**src/rtl/branch_predict_ctrl.sv**
```systemverilog
// Branch controller: 2-bit saturating BHT for IF-stage prediction, EX-stage
// BEQ/BNE resolution, and PC redirect plus pipeline flush on a misprediction.
module branch_predict_ctrl #(
  parameter int unsigned IDX_BITS     = 6,
  parameter int unsigned FLUSH_CYCLES = 2,
  parameter int unsigned CNT_W        = 16
) (
  input  logic             clock,
  input  logic             reset,
  input  logic [31:0]      if_pc,
  output logic             pred_taken,
  input  logic             stall_in,
  input  logic             ex_valid,
  input  logic [1:0]       ex_branch,
  input  logic             ex_zero,
  input  logic [31:0]      ex_pc,
  input  logic [31:0]      ex_target,
  input  logic             ex_pred_taken,
  output logic             redirect,
  output logic [31:0]      redirect_pc,
  output logic             flush,
  output logic [CNT_W-1:0] mispredict_cnt
);

  localparam int unsigned DEPTH = 1 << IDX_BITS;
  localparam int unsigned FC_W  = 3;

  typedef enum logic {S_IDLE = 1'b0, S_FLUSH = 1'b1} state_t;

  state_t              state_q, state_d;
  logic [FC_W-1:0]     fcnt_q, fcnt_d;
  logic [1:0]          bht [DEPTH];

  logic                resolve, actual, mispredict;
  logic [IDX_BITS-1:0] ex_idx;
  logic [1:0]          bht_old, bht_new;
  logic                redirect_d, flush_d;
  logic [31:0]         redirect_pc_d;
  logic [CNT_W-1:0]    cnt_d;
  logic                unused_pc_bits;

  // Combinational prediction read; writes land on the next edge, so no bypass.
  assign pred_taken     = bht[if_pc[IDX_BITS+1:2]][1];
  assign ex_idx         = ex_pc[IDX_BITS+1:2];
  assign unused_pc_bits = ^{if_pc[31:IDX_BITS+2], if_pc[1:0]};

  // Branch resolution and counter update value.
  always_comb begin
    resolve    = ex_valid && !stall_in && (state_q == S_IDLE) &&
                 ((ex_branch == 2'b11) || (ex_branch == 2'b01));
    actual     = ((ex_branch == 2'b11) && ex_zero) ||
                 ((ex_branch == 2'b01) && !ex_zero);
    mispredict = resolve && (actual != ex_pred_taken);
    bht_old    = bht[ex_idx];
    bht_new    = bht_old;
    if (actual) begin
      if (bht_old != 2'b11) bht_new = bht_old + 2'd1;
    end else begin
      if (bht_old != 2'b00) bht_new = bht_old - 2'd1;
    end
  end

  // Next-state and registered-output values.
  always_comb begin
    state_d       = state_q;
    fcnt_d        = fcnt_q;
    redirect_d    = 1'b0;
    redirect_pc_d = redirect_pc;
    cnt_d         = mispredict_cnt;
    case (state_q)
      S_IDLE: begin
        if (mispredict) begin
          state_d       = S_FLUSH;
          fcnt_d        = FC_W'(FLUSH_CYCLES);
          redirect_d    = 1'b1;
          redirect_pc_d = actual ? ex_target : (ex_pc + 32'd4);
          if (mispredict_cnt != {CNT_W{1'b1}}) cnt_d = mispredict_cnt + CNT_W'(1);
        end
      end
      S_FLUSH: begin
        fcnt_d = fcnt_q - FC_W'(1);
        if (fcnt_q <= FC_W'(1)) state_d = S_IDLE;
      end
      default: state_d = S_IDLE;
    endcase
    flush_d = (state_d == S_FLUSH);
  end

  always_ff @(posedge clock) begin
    if (reset) begin
      state_q        <= S_IDLE;
      fcnt_q         <= '0;
      redirect       <= 1'b0;
      redirect_pc    <= '0;
      flush          <= 1'b0;
      mispredict_cnt <= '0;
      for (int i = 0; i < int'(DEPTH); i++) bht[i] <= 2'b01;
    end else begin
      state_q        <= state_d;
      fcnt_q         <= fcnt_d;
      redirect       <= redirect_d;
      redirect_pc    <= redirect_pc_d;
      flush          <= flush_d;
      mispredict_cnt <= cnt_d;
      if (resolve) bht[ex_idx] <= bht_new;
    end
  end

endmodule

```
**config.mk**
```make
export PLATFORM = sky130hd
export DESIGN_NAME = branch_predict_ctrl
export DESIGN_NICKNAME = d
export VERILOG_FILES = /design/src/rtl/branch_predict_ctrl.sv
export SDC_FILE = /design/constraint.sdc
export NUM_CORES = 1
export LEC_CHECK = 0
export ABC_AREA = 0
export ABC_CLOCK_PERIOD_IN_PS = 4600
export CAP_MARGIN = 25
export CORE_MARGIN = 1
export CORE_UTILIZATION = 40
export DETAILED_ROUTE_END_ITERATION = 16
export PLACE_DENSITY_LB_ADDON = 0.3
export RECOVER_POWER = 25
export SLEW_MARGIN = 20
export SYNTH_ARGS = -nofsm -noshare
export SYNTH_HDL_FRONTEND = slang
export SYNTH_SLANG_ARGS = --single-unit
```
**constraint.sdc**
```tcl
create_clock -name clock -period 4.6 [get_ports clock]
set_input_delay 0.92 -clock clock [delete_from_list [all_inputs] [get_ports clock]]
set_output_delay 0.92 -clock clock [all_outputs]
set_load 0.02 [all_outputs]
```
=== Word level (Yosys, flattened, before mapping) ===
Memories as Yosys holds them, arrays and structs flattened.
Index checks and enable logic that the tools add are counted.

* Word-level logic and storage cells: 51
* RAM bits: 128
* Input bits: 104
* Output and inout port bits: 51
* Memories: 1
* Flip-flop bits (word level): 53

* Bitwise operators: 1
* Muxes and demuxes: 17
* Add/subtract/negate cells: 5
* Eq/ne operators: 6
* Reduce and logical (&&, ||, !) cells: 15
* $lt $le $gt $ge: 1

{| class="wikitable"
|+ Memory list
! memory !! words !! width !! rd ports !! clocked after memory_dff !! wr ports !! RTL line !! text
|-
| bht || 64 || 2 || 2 || 0 || 64 || 32 || <nowiki>logic [1:0] bht [DEPTH];</nowiki>
|}

{| class="wikitable"
|+ Operator list
! cell !! number
|-
| adder 32 x 3 -> 32 bit (second input constant) || 1
|-
| 2-to-1 mux 32 bit || 1
|-
| adder 16 x 1 -> 16 bit (second input constant) || 1
|-
| != test 16 bit (second input constant) || 1
|-
| 2-to-1 mux 1 bit || 8
|-
| 2-to-1 mux 2 bit || 4
|-
| logical AND 1 bit || 6
|-
| 2-to-1 mux 6 bit || 1
|-
| one-hot mux 3 bit (2 select lines) || 1
|-
| != test 2 bit (second input constant) || 2
|-
| OR reduction 2 bit || 2
|-
| less-or-equal comparator 3 x 1 -> 1 bit (second input constant) || 1
|-
| 2-to-1 mux 3 bit || 1
|-
| AND reduction 3 bit || 1
|-
| subtractor 3 x 1 -> 3 bit (second input constant) || 1
|-
| adder 2 x 1 -> 2 bit (second input constant) || 1
|-
| equality test 2 x 1 -> 1 bit (second input constant) || 1
|-
| equality test 2 bit (second input constant) || 1
|-
| zero test 1 bit || 2
|-
| logical OR 1 bit || 2
|-
| one-hot mux 1 bit (2 select lines) || 1
|-
| AND reduction 2 bit || 1
|-
| nonzero test 2 bit || 1
|-
| subtractor 2 x 1 -> 2 bit (second input constant) || 1
|-
| other kinds (2) || 2
|}

=== Logic depth before layout (Yosys ltp) ===
Gate-level depths: netlist (run 1).

* Depth after elaboration: 9
* Depth in mapped cells: 13
* Gate-level depth less buffers: 8

=== Least setup slack after synthesis (run 1) ===
Ideal clock, no wire load.

* Kind: input to output
* Start: in if_pc[2]
* End: out pred_taken
* Setup slack: 0.702 ns
* Required time: 3.680 ns
* Arrival time: 2.978 ns
* Cell stages on the path: 6
* Path through: clkbuf_1 > buf_2 > mux4_2 > mux4_2 > a211oi_1 > a21oi_1

* Word-level cells in the longest chain between the ends: 1

{| class="wikitable"
|+ Ends and longest elaborated chain
! element !! RTL line !! text
|-
| start: declaration || 10 || <nowiki>input logic [31:0] if_pc,</nowiki>
|-
| memory (64 x 2 bit) || - ||
|-
| end: declaration || 11 || <nowiki>output logic pred_taken,</nowiki>
|}

No other way between the ends.

=== Worst setup path in the final report (run 1) ===
Same ends and word-level chain as after synthesis.

==> metrics, run 1 <==
syn nets 1105; worst hold-check path type flop to flop; Area growth syn-to-layout 21.1%; setup tns final 0 ps; post_cts resized 0; Via-to-Cell Ratio 5.68; final count of negative-setup-slack endpoints 0; number of placement rows 58; sequential fraction of the synthesis area 47.3%; HPWL after DPL 20000 µm; slew at the pin closest to its max-slew limit 1950 ps; core region area 0.0253 mm²; Routed Wire Length 28800 µm; antenna violations before repair 0; static leakage 0.00414 µW; highest clock frequency the design can meet 239 MHz; share of cells above drive strength 1 19.1%; Worst path slowest cell mux4_2; library cell with the largest summed area after synthesis edfxtp_1; number of buffers inserted by port buffering 128; result of the run finished with violations; clock buffer count from CTS 17; library cell appearing most often on the critical path mux4_2; deepest clock path buffer count 2; unique cell type count in the Yosys netlist 62; top cells by area in the synthesized netlist edfxtp_1, dfxtp_1, mux4_2; Final Hold Vio Count 0; Clk pin slew, worst setup/hold paths 70 ps; Yosys warning total 0; filler cell count in the final layout 2326; worst supply voltage drop on vdd 197 µV; Power, Total 3830 µW; register area 0.00490 mm²; starting utilization of the core area 41.0%; top-area cell type share of the netlist area 37.0%; Tmin final 4180 ps; buffer type at the clock tree root clkbuf_16; Setup crit end kind primary output; Tot GR Track Use 22.4%; commonest non-fill, non-tap cells in the layout edfxtp_1, nor2_1, nand2_1; detailed router's first-iteration violation count 566; GRT Residual Overflow 0; number of enable flip-flop cells after synthesis 128; Crit path largest cell delay 540 ps; crit path max fanout 16; clock latency on the worst-skew pair 440 ps; hold_buf cts 0; Mean Syn Cell Area 10.4 µm²; most common library cell in the layout ignoring fill and taps edfxtp_1; number of vias after detailed routing 8189; final-report max-slew violation count 45; violated checks capacitance limit, slew limit; Netlist Area Pre-Place 0.0104 mm²; placement-stage cell area 0.0120 mm²; Slew Limit Headroom -30.2%; die outline width 163 µm; RSZ-0062 raised after global routing false; Gate Count Post-Synth 997; final weighted congestion of routability-driven global placement 0.841; routed length per instance 20.0 µm; count of buffers added by post-CTS timing repair for setup 0; share of async-settable or async-resettable flops after synthesis 0%; Final Net Count 1206; Pre-antenna DRT Iters 5; category of the worst setup path launch point input pin; Remaining DRCs 0; maximum number of pins on one net before global-route repair 68; primary flip-flop cell chosen by synthesis mapping edfxtp_1; Worst EP required 3680 ps; number of top-level design ports 155; worst path arrival time 3260 ps; H-tree Lvls 4; vias in the first global route 8073; critical path, cell by cell clkdlybuf4s50_1, buf_12, mux4_2, mux4_2, nor2b_1, a211oi_1, a21oi_1, dlymetal6s2s_1; count of state elements after synthesis 181; max_cap viols 1; die area 0.0266 mm²; antenna-violating nets left 0; final cell area excluding filler cells 0.0126 mm²; Worst Skew 12.7 ps; total power density per cell area 305 mW/mm²; wire length of the first global-routing pass 45200 µm; TritonCTS clock tree yes; antenna diode count 0; Period Utilization, post-route 90.9%; category of the most critical setup path input pin to primary output; clock sinks 181; Multi-input gate area 0.00502 mm²; height of the chip 163 µm
## worst paths after layout
kind / cells after the start / from / slack (ps) / to
worst max-delay path: 8 / if_pc[2] / 420 / pred_taken
worst min-delay path: 2 / redirect_pc[4] / 450 / redirect_pc[4]
worst max register to register: 6 / state_q / 1400 / redirect_pc[5]
worst min register to register: 2 / redirect_pc[4] / 450 / redirect_pc[4]
## critical path: cells and delay by family
kind                   cells  cell delay (ps)
multiplexers               2             1010
AND/OR/NAND/NOR            1              140
buffers and inverters      3              920
AO/OA/AOI/OAI              2              280
## cell usage after synthesis (4+ instances only)
cell,n
edfxtp_1,128
nor2_1,125
nand2_1,108
or2_2,56
nor3_2,55
dfxtp_1,53
clkbuf_1,48
a21oi_1,44
mux2i_1,40
nand3_1,30
mux4_2,25
xor2_1,24
a211oi_1,22
a221oi_1,18
nand4_1,17
xnor2_1,16
buf_2,15
nand2b_1,14
buf_6,11
o21ai_0,11
nor2b_1,10
and3_1,9
nand3b_1,9
o21a_1,8
o22a_1,8
nor3_1,7
buf_4,6
inv_1,6
o211ai_1,6
or3_1,6
a21o_1,5
and4_1,5
o22ai_1,5
a211o_1,4
and2_1,4
ha_1,4
o21bai_1,4
## area by class of cell
type	instances	share of cell area, %
clock buffer	19	3.69
clock inverter	13	0.906
sequential	181	39.0
inverter	7	0.209
multi-input combinational	728	39.9
tap	330	3.29
timing repair buffer	163	12.9
## state kept, by name (all words and copies together) (netlist names)
name	flops
bht	128
fcnt_q	3
mispredict_cnt	16
redirect	1
redirect_pc	32
state_q	1
## cell families (layout without fill, tap and decap cells)
| group | count (synthesis) | count (layout) | share of synthesized area (%) |
|---|---|---|---|
| AO/OA/AOI/OAI | 148 | 148 | 9.95 |
| XOR/XNOR | 40 | 40 | 3.38 |
| adder cells (fa/ha/maj) | 6 | 6 | 0.699 |
| buffers and inverters | 88 | 202 | 4.38 |
| flip-flops | 181 | 181 | 47.3 |
| multiplexers | 66 | 66 | 9.39 |
| AND/OR/NAND/NOR | 468 | 468 | 24.9 |
## per-stage QoR
stage | instances | util [%] | setup WS (ps) | hold WS (ps)
final | 1441 | 49.6 | 419 | 452
after floorplan | 997 | - | 702 | 454
after global placement | 1409 | 47.4 | 81.2 | 439
after CTS | 1441 | 49.7 | 47.6 | 460
after global routing | 1441 | 49.6 | 271 | 484
after detailed placement | 1409 | 47.4 | 57.5 | 443
## power breakdown
part / switching (µW) / internal, µW
combinational: 340 / 239
sequential: 20.5 / 1770
clock: 708 / 757
total: 1070 / 2760
## metal layers
metal	track usage, %	wire (µm)	up-vias
met5	0	0	-
met4	6.67	542	0
met3	5.84	2300	47
met2	36.2	13700	315
met1	29.4	12300	3978
li1	-	-	3849
Note: power is estimated with default switching activity, not from simulation.
==> run 2: changes to the inputs <==
--- a/config.mk
+++ b/config.mk
@@ -9,7 +9,8 @@
 export ABC_CLOCK_PERIOD_IN_PS = 4600
 export CAP_MARGIN = 25
 export CORE_MARGIN = 1
-export CORE_UTILIZATION = 40
+export CORE_UTILIZATION = 28
+export CTS_CLUSTER_DIAMETER = 40
 export DETAILED_ROUTE_END_ITERATION = 16
 export PLACE_DENSITY_LB_ADDON = 0.3
 export RECOVER_POWER = 25
==> run 2 against run 1 <==
Net effect: the flow finishes with violations (DRC, capacitance limit, slew limit); register-to-register slack lost 200 ps; sequential power hardly changed; clock power increased by 3%; clock-buffer cell count shrank 2; non-clock buffer count up 3; cell area grew 1.3%; cell count up 9.8%; die area grew 42%; global-route usage shrank 5.6 points; highest routed layer unchanged.
==> metrics, run 2 (synthesis gave the netlist of run 1 again) <==
final weighted congestion of routability-driven global placement 0.825; die area 0.0378 mm²; share of cells above drive strength 1 18.8%; slew at the pin closest to its max-slew limit 1710 ps; HPWL after DPL 21900 µm; TritonCTS clock tree yes; most common library cell in the layout ignoring fill and taps edfxtp_1; hold_buf cts 0; count of buffers added by post-CTS timing repair for setup 0; Final Net Count 1209; commonest non-fill, non-tap cells in the layout edfxtp_1, nor2_1, nand2_1; RSZ-0062 raised after global routing false; placement-stage cell area 0.0122 mm²; wire length of the first global-routing pass 48500 µm; crit path max fanout 16; final-report max-slew violation count 42; total internal power 2800 µW; Tmin final 4210 ps; final cell area excluding filler cells 0.0127 mm²; final setup slack of the worst path 387 ps; number of buffers inserted by port buffering 128; worst path arrival time 3290 ps; Worst EP required 3680 ps; antenna violations before repair 0; routed length per instance 19.6 µm; part of the total power dissipated in combinational logic 14.9%; antenna diode count 0; category of the most critical setup path input pin to primary output; violated checks DRC, capacitance limit, slew limit; Clk pin slew, worst setup/hold paths 70 ps; result of the run finished with violations; Slew Limit Headroom -13.7%; worst supply voltage drop on vdd 274 µV; height of the chip 195 µm; number of top-level design ports 155; maximum number of pins on one net before global-route repair 79; category of the worst setup path launch point input pin; clock latency on the worst-skew pair 450 ps; H-tree Lvls 4; die outline width 195 µm; clock buffer count from CTS 17; proportion of power drawn by the clock network 38.9%; Worst Skew 20.7 ps; max FFs per register 128; buffer type at the clock tree root clkbuf_16; filler cell count in the final layout 3626; Routed Wire Length 31100 µm; Setup crit end kind primary output; top flop regs bht (128), redirect_pc (32), mispredict_cnt (16); antenna-violating nets left 0; max_cap viols 1; deepest clock path buffer count 2; setup tns final 0 ps; Remaining DRCs 1; total power density per cell area 304 mW/mm²; number of vias after detailed routing 8134; static leakage 0.00413 µW; GRT Residual Overflow 0; Period Utilization, post-route 91.6%; number of placement rows 70; Area growth syn-to-layout 22.6%; worst hold-check path type flop to flop; Pre-antenna DRT Iters 11; Sw Share 27.6%; Largest Register bht; vias in the first global route 8362; Tot GR Track Use 16.8%; switching power total 1070 µW; starting utilization of the core area 28.4%; part of the power in registers 46.2%; core region area 0.0365 mm²; Final Hold Vio Count 0; final count of negative-setup-slack endpoints 0; clock sinks 181; Via-to-Cell Ratio 5.14; post_cts resized 0; worst slack after detailed placement 36.8 ps; highest clock frequency the design can meet 237 MHz; detailed router's first-iteration violation count 535
## run 2: layer usage
layer	up-vias	share of wire, %	GRT usage [%]
met5	-	0	0
li1	3847	-	-
met4	0	1.3	4.44
met1	4010	43	21.2
met2	257	47	27.2
met3	20	8.2	5.71
## run 2: final timing paths
path / from / to / slack [ps] / cells past startpoint
worst max-delay path: if_pc[2] / pred_taken / 390 / 8
worst min-delay path: redirect_pc[26] / redirect_pc[26] / 460 / 2
worst max register to register: state_q / redirect_pc[22] / 1200 / 7
worst min register to register: redirect_pc[26] / redirect_pc[26] / 460 / 2
## run 2: worst max-delay path, cell delays in order
cell	delay (ps)
clkdlybuf4s50_1	510
buf_12	190
mux4_2	540
mux4_2	470
nor2b_1	150
a211oi_1	220
a21oi_1	70
dlymetal6s2s_1	220
## run 2: layout make-up
class	count	area (µm²)	area share [%]
clock buffer	17	425	3.34
clock inverter	15	154	1.21
inverter	7	26.3	0.207
multi-input combinational	728	5010	39.4
sequential	181	4900	38.6
tap	468	586	4.60
timing repair buffer	166	1610	12.7
## run 2: power by group through the flow
stage / clock network [µW] / registers (µW) / logic, µW
CTS: 1540 / 1790 / 585
global route: 1590 / 1790 / 620
finish: 1510 / 1790 / 578
global placement: 0 / 1830 / 581
floorplan: 0 / 1820 / 353
detailed placement: 0 / 1830 / 583
## run 2: through the flow
stage	total power [µW]	cells	hold WS, ps	utilization, %
global route	4000	1582	488	34.8
global placement	2410	1550	443	33.3
detailed placement	2410	1550	449	33.3
finish	3870	1582	461	34.8
CTS	3910	1582	464	34.9
floorplan	2180	997	454	-
